[src/rtl/barrel_pkg.sv]
// rtl/barrel_pkg.sv - shared mode encodings and reference shift function for barrel_shift_pipe
//
// Purpose: mode constants used by the pipelined barrel shifter, plus a
//          bit-by-bit reference model of every mode (up to 64-bit words).
// Contents: MODE_ROL/MODE_LSL/MODE_LSR/MODE_ASR, barrel_ref().

package barrel_pkg;

  localparam logic [1:0] MODE_ROL = 2'b00;
  localparam logic [1:0] MODE_LSL = 2'b01;
  localparam logic [1:0] MODE_LSR = 2'b10;
  localparam logic [1:0] MODE_ASR = 2'b11;

  // Result bit i is picked from its source bit directly rather than by
  // cascading power-of-two shifts, so it is an independent statement of
  // each mode. Only the low 'width' bits of the result are meaningful.
  function automatic logic [63:0] barrel_ref(input logic [63:0] data,
                                             input logic [5:0]  amt,
                                             input logic [1:0]  mode,
                                             input logic [6:0]  width);
    logic [63:0] r;
    logic [6:0]  src;
    logic [6:0]  msb;
    r   = '0;
    msb = width - 7'd1;
    for (int i = 0; i < 64; i++) begin
      src = 7'd0;
      if (7'(i) < width) begin
        case (mode)
          MODE_ROL: begin
            src = 7'(i) + width - {1'b0, amt};
            if (src >= width) src = src - width;
            r[i[5:0]] = data[src[5:0]];
          end
          MODE_LSL: begin
            if (7'(i) >= {1'b0, amt}) begin
              src = 7'(i) - {1'b0, amt};
              r[i[5:0]] = data[src[5:0]];
            end
          end
          MODE_LSR: begin
            src = 7'(i) + {1'b0, amt};
            if (src < width) r[i[5:0]] = data[src[5:0]];
          end
          default: begin
            src = 7'(i) + {1'b0, amt};
            r[i[5:0]] = (src < width) ? data[src[5:0]] : data[msb[5:0]];
          end
        endcase
      end
    end
    return r;
  endfunction

endpackage

[src/rtl/barrel_stage.sv]
// rtl/barrel_stage.sv - one registered conditional shift-by-STEP stage
//
// Purpose: applies a shift/rotate of STEP positions in the carried mode
//          when amt bit log2(STEP) is set, then registers the word together
//          with its valid, mode and amount so they travel as one.
// Ports:
//   clk, rst_n           clock, asynchronous active-low reset
//   en                   load enable (pipeline advance)
//   in_valid/data/amt/mode   word entering this stage
//   out_valid/data/amt/mode  registered word leaving this stage

module barrel_stage
  import barrel_pkg::*;
#(
  parameter int WIDTH = 8,
  parameter int STEP  = 1,
  localparam int SHW  = $clog2(WIDTH)
) (
  input  logic             clk,
  input  logic             rst_n,
  input  logic             en,
  input  logic             in_valid,
  input  logic [WIDTH-1:0] in_data,
  input  logic [SHW-1:0]   in_amt,
  input  logic [1:0]       in_mode,
  output logic             out_valid,
  output logic [WIDTH-1:0] out_data,
  output logic [SHW-1:0]   out_amt,
  output logic [1:0]       out_mode
);

  localparam int BIT = $clog2(STEP);

  logic [WIDTH-1:0] shifted;

  // ASR fills with the current MSB: earlier stages only ever shift right in
  // ASR mode with sign fill, so the MSB here is still the original sign.
  always_comb begin
    shifted = in_data;
    if (in_amt[BIT]) begin
      case (in_mode)
        MODE_ROL: shifted = {in_data[WIDTH-1-STEP:0], in_data[WIDTH-1:WIDTH-STEP]};
        MODE_LSL: shifted = {in_data[WIDTH-1-STEP:0], {STEP{1'b0}}};
        MODE_LSR: shifted = {{STEP{1'b0}}, in_data[WIDTH-1:STEP]};
        default:  shifted = {{STEP{in_data[WIDTH-1]}}, in_data[WIDTH-1:STEP]};
      endcase
    end
  end

  // Data is loaded even for bubbles; only the valid bit gives it meaning.
  always_ff @(posedge clk or negedge rst_n) begin
    if (!rst_n) begin
      out_valid <= 1'b0;
      out_data  <= '0;
      out_amt   <= '0;
      out_mode  <= MODE_ROL;
    end else if (en) begin
      out_valid <= in_valid;
      out_data  <= shifted;
      out_amt   <= in_amt;
      out_mode  <= in_mode;
    end
  end

endmodule

[src/rtl/barrel_shift_pipe.sv]
// rtl/barrel_shift_pipe.sv - pipelined WIDTH-bit barrel shifter with valid/ready handshake
//
// Purpose: shifts or rotates a word by 0..WIDTH-1 in mode ROL/LSL/LSR/ASR,
//          one register stage per shift-amount bit, with global stall.
// Ports:
//   clk, rst_n                clock, asynchronous active-low reset
//   in_valid, in_ready        input handshake
//   in_data, in_amt, in_mode  operand, shift amount, operation
//   out_valid, out_ready      output handshake
//   out_data                  result, held while stalled

module barrel_shift_pipe
  import barrel_pkg::*;
#(
  parameter int WIDTH = 8,
  localparam int SHW  = $clog2(WIDTH)
) (
  input  logic             clk,
  input  logic             rst_n,
  input  logic             in_valid,
  output logic             in_ready,
  input  logic [WIDTH-1:0] in_data,
  input  logic [SHW-1:0]   in_amt,
  input  logic [1:0]       in_mode,
  output logic             out_valid,
  input  logic             out_ready,
  output logic [WIDTH-1:0] out_data
);

  // Index 0 is the input port side, index k+1 the output of stage k.
  logic             valid_pipe [0:SHW];
  logic [WIDTH-1:0] data_pipe  [0:SHW];
  logic [SHW-1:0]   amt_pipe   [0:SHW];
  logic [1:0]       mode_pipe  [0:SHW];
  logic             advance;
  logic             unused_tail;

  // The whole pipeline moves together; it only freezes when the last stage
  // holds a result that the consumer is refusing.
  assign advance  = !out_valid || out_ready;
  assign in_ready = advance;

  assign valid_pipe[0] = in_valid;
  assign data_pipe[0]  = in_data;
  assign amt_pipe[0]   = in_amt;
  assign mode_pipe[0]  = in_mode;

  for (genvar k = 0; k < SHW; k++) begin : g_stage
    barrel_stage #(
      .WIDTH (WIDTH),
      .STEP  (1 << k)
    ) u_stage (
      .clk       (clk),
      .rst_n     (rst_n),
      .en        (advance),
      .in_valid  (valid_pipe[k]),
      .in_data   (data_pipe[k]),
      .in_amt    (amt_pipe[k]),
      .in_mode   (mode_pipe[k]),
      .out_valid (valid_pipe[k+1]),
      .out_data  (data_pipe[k+1]),
      .out_amt   (amt_pipe[k+1]),
      .out_mode  (mode_pipe[k+1])
    );
  end

  assign out_valid = valid_pipe[SHW];
  assign out_data  = data_pipe[SHW];

  // Amount and mode are spent once the final stage has shifted.
  assign unused_tail = ^{amt_pipe[SHW], mode_pipe[SHW]};

endmodule

[config.mk]
export PLATFORM = sky130hd
export DESIGN_NAME = barrel_shift_pipe
export DESIGN_NICKNAME = d
export VERILOG_FILES = /design/src/rtl/barrel_pkg.sv /design/src/rtl/barrel_stage.sv /design/src/rtl/barrel_shift_pipe.sv
export SDC_FILE = /design/constraint.sdc
export NUM_CORES = 1
export LEC_CHECK = 0
export ABC_AREA = 1
export CAP_MARGIN = 20
export CORE_UTILIZATION = 25
export DETAILED_ROUTE_END_ITERATION = 10
export GPL_TIMING_DRIVEN = 0
export PLACE_DENSITY_LB_ADDON = 0.1
export SLEW_MARGIN = 30
export SYNTH_ARGS = -nofsm -noshare
export SYNTH_HDL_FRONTEND = slang
export SYNTH_SLANG_ARGS = --single-unit
[constraint.sdc]
create_clock -name clk -period 1.05 [get_ports clk]
set_input_delay 0.315 -clock clk [delete_from_list [all_inputs] [get_ports clk]]
set_output_delay 0.315 -clock clk [all_outputs]
set_load 0.005 [all_outputs]
==> flow_summary.json <==
{
  "gate_count_of_the_mapped_netlist": 289,
  "power.density_nw_per_um2": 2266,
  "dr.first_iter.drc_count": 27,
  "grt_remaining_overflow": 0,
  "num_rows": 31,
  "numCtsBuffers": 5,
  "clk_pin_slew_ps": 60,
  "cts_num_sinks": 34,
  "area_growth_syn_to_fin_pct": 43.37,
  "worst_slack_ps": -313.3,
  "crit_fanout": 2,
  "floorplan.die_area_um2": 8206,
  "detail-route-antenna-nets": 0,
  "area_taken_by_multi_input_logic_gates_um2": 943.4,
  "clkLatencyLatePin_ps": 280,
  "post_route_cells_drive_above_1_share": 0.2840,
  "area_of_the_mapped_netlist_um2": 1962,
  "final_layout_setup_total_negative_slack_ps": -2667,
  "via_count": 1817,
  "ir_worst_vdd_mv": 0.5543,
  "yosys_most_used_dff": "sky130_fd_sc_hd__dfrtp_1",
  "synthTopCellsByCount": "132 x sky130_fd_sc_hd__nand2_1, 34 x sky130_fd_sc_hd__dfrtp_1, 30 x sky130_fd_sc_hd__inv_1, 30 x sky130_fd_sc_hd__nor2_1, 22 x sky130_fd_sc_hd__nand3_1",
  "timing_max_transition_violations_final": 0,
  "synthDominantCellAreaShare": 0.4337,
  "critPathCaptureType": "primary output",
  "first_global_vias": 1803,
  "chipHeight_um": 90.59,
  "worst-setup-path-type": "reg -> out",
  "synth_most_common_cell": "sky130_fd_sc_hd__nand2_1",
  "syn-num-nets": 306,
  "synth.yosys.warnings": 0,
  "place_congestion": 0.7815,
  "finalPower_mw": 6.374,
  "setup.worst_path.start_class": "register",
  "final_net_count": 355,
  "avgSynthCellArea_um2": 6.789,
  "placedCellCount": 414,
  "utilization": 0.3797,
  "numPortBuffers": 25,
  "final.hold.worst_slack_ps": 337.1,
  "antenna_found_initial": 0,
  "finClkSkew_ps": 5.303,
  "initial_utilization": 0.2648,
  "total_leakage_power_nw": 1.499,
  "floorplan.core_area_um2": 7408,
  "timing_worst_slew_pin_value_ps": 266.7,
  "count_of_flip_flops_with_a_built_in_enable_after_synthesis": 0,
  "hp-class": "in -> reg",
  "detailedPlacementHpwl_um": 3481,
  "cts_tree": "built",
  "yosysUniqueCellTypes": 15,
  "grt_usage": 0.1338,
  "setup_viol_count_final": 33,
  "htreeDepth": 2,
  "ios": 27,
  "layoutNonFillerInstCount": 437,
  "worst_ep_arrival_time_ps": 1050,
  "status": "finished with violations",
  "finalWirelength_um": 4961,
  "rsz_0062_raised_after_global_routing": "yes",
  "root_buffer_master": "sky130_fd_sc_hd__clkbuf_8",
  "fillerInstances": 812,
  "wl_per_cell_um": 11.35,
  "drtPass1Iterations": 4,
  "chipWidth_um": 90.59,
  "post-route-period-util": 1.298,
  "asyncSetResetFlopFracSynth": 1.000,
  "synthDominantAreaCellType": "sky130_fd_sc_hd__dfrtp_1",
  "synthTopCellsByArea": "sky130_fd_sc_hd__dfrtp_1 43%, sky130_fd_sc_hd__nand2_1 25%, sky130_fd_sc_hd__inv_1 5.7%",
  "regArea_um2": 850.8,
  "max_cap_viol_count": 0,
  "timing.max_slew.rel_slack": 0.8222,
  "ys_seq_area_frac": 0.4337,
  "timing.fmax_ghz": 0.7335,
  "hold_viol": 0,
  "global_route_wire_length_before_repair_um": 8728,
  "clock_tree.buffer_depth": 2,
  "failing_checks": "setup timing",
  "drc": 0,
  "grt_max_degree": 26,
  "antenna-diode-count": 0,
  "detail_route.vias_per_cell": 4.158,
  "worstPathRequired_ps": 730,
  "finalCriticalPeriod_ps": 1363,
  "postSynthRegisterBits": 34
}
## routing by layer
layer | vias up | GRT usage | part of all wire
li1 | 956 | - | -
met1 | 830 | 0.1689 | 0.48
met2 | 27 | 0.2311 | 0.49
met3 | 4 | 0.02609 | 0.024
met4 | 0 | 0.03629 | 0.011
met5 | - | 0 | 0
## final cells by class
type / instances / area share
clock inverters: 2 / 0.003559
plain buffers: 15 / 0.06361
multi-input cells: 201 / 0.3354
repair buffers: 47 / 0.1784
flip-flops and latches: 34 / 0.3025
clock buffers: 5 / 0.02447
inverters: 34 / 0.04804
well taps: 99 / 0.04404
## sequential cells by signal, indices dropped and copies added (netlist names)
signal / count
g_stage.u_stage.out_mode: 4
g_stage.u_stage.out_data: 24
g_stage.u_stage.out_valid: 3
g_stage.u_stage.out_amt: 3
## cell families after synthesis
kind of cell	after synthesis	share of synthesized area
AND/OR/NAND/NOR	185	0.3693
buffers and inverters	54	0.1467
flip-flops	34	0.4337
AO/OA/AOI/OAI	16	0.05038
## metrics by stage
stage                     setup WS [ps]  area (um2)
after floorplan                   7.496        1962
after global placement            -1161        2336
after detailed placement         -998.6        2351
after CTS                        -313.3        2656
after global routing             -350.4        2813
final                            -313.3        2813
## where the power goes
| part | total, mW | internal (mW) | switching (mW) | leakage [nW] |
|---|---|---|---|---|
| Combinational | 3.19 | 1.70 | 1.48 | 1.05 |
| Clock | 0.907 | 0.445 | 0.463 | 0.0438 |
| Sequential | 2.28 | 1.82 | 0.457 | 0.404 |
| Total | 6.37 | 3.97 | 2.40 | 1.50 |
## placed cells by master (no fill, tap or decap), drive strengths merged
| cell type | n |
|---|---|
| nand2 | 133 |
| nand3 | 22 |
| clkinv | 2 |
| buf | 45 |
| dfrtp | 34 |
| a21oi | 11 |
| nor2 | 30 |
| clkdlybuf4s50 | 12 |
| o21ai | 5 |
| dlymetal6s2s | 1 |
| dlygate4sd3 | 1 |
| inv | 34 |
| dlygate4sd2 | 1 |
| clkbuf | 7 |
## worst max-delay path, stage by stage, from the launching register on
cell                      delay (ps)
sky130_fd_sc_hd__dfrtp_1         360
sky130_fd_sc_hd__nand2_2          80
sky130_fd_sc_hd__buf_8           120
sky130_fd_sc_hd__buf_8           110
sky130_fd_sc_hd__buf_6           100
## what timing repair did
action	in CTS	in global routing
buffers inserted	12	7
hold buffers	1	0
endpoints found under the setup margin	44	44
hold endpoints to repair	9	0
gates cloned	2	2
gates resized for setup	82	41
pin swaps	11	4
## final timing paths
| check | startpoint | cells after the start | endpoint | slack [ps] |
|---|---|---|---|---|
| max in group asynchronous | rst_n | 3 | g_stage[1].u_stage.out_data[0]$_DFFE_PN0P_ | 190 |
| max | g_stage[2].u_stage.out_valid$_DFFE_PN0P_ | 4 | in_ready | -310 |
| min in group asynchronous | rst_n | 2 | g_stage[2].u_stage.out_data[0]$_DFFE_PN0P_ | 440 |
| max reg2reg | g_stage[2].u_stage.out_valid$_DFFE_PN0P_ | 8 | g_stage[0].u_stage.out_data[1]$_DFFE_PN0P_ | -140 |
| min reg2reg | g_stage[0].u_stage.out_valid$_DFFE_PN0P_ | 2 | g_stage[0].u_stage.out_valid$_DFFE_PN0P_ | 480 |
| min | in_amt[0] | 3 | g_stage[0].u_stage.out_data[5]$_DFFE_PN0P_ | 340 |
(Power assumes the default switching activity.)
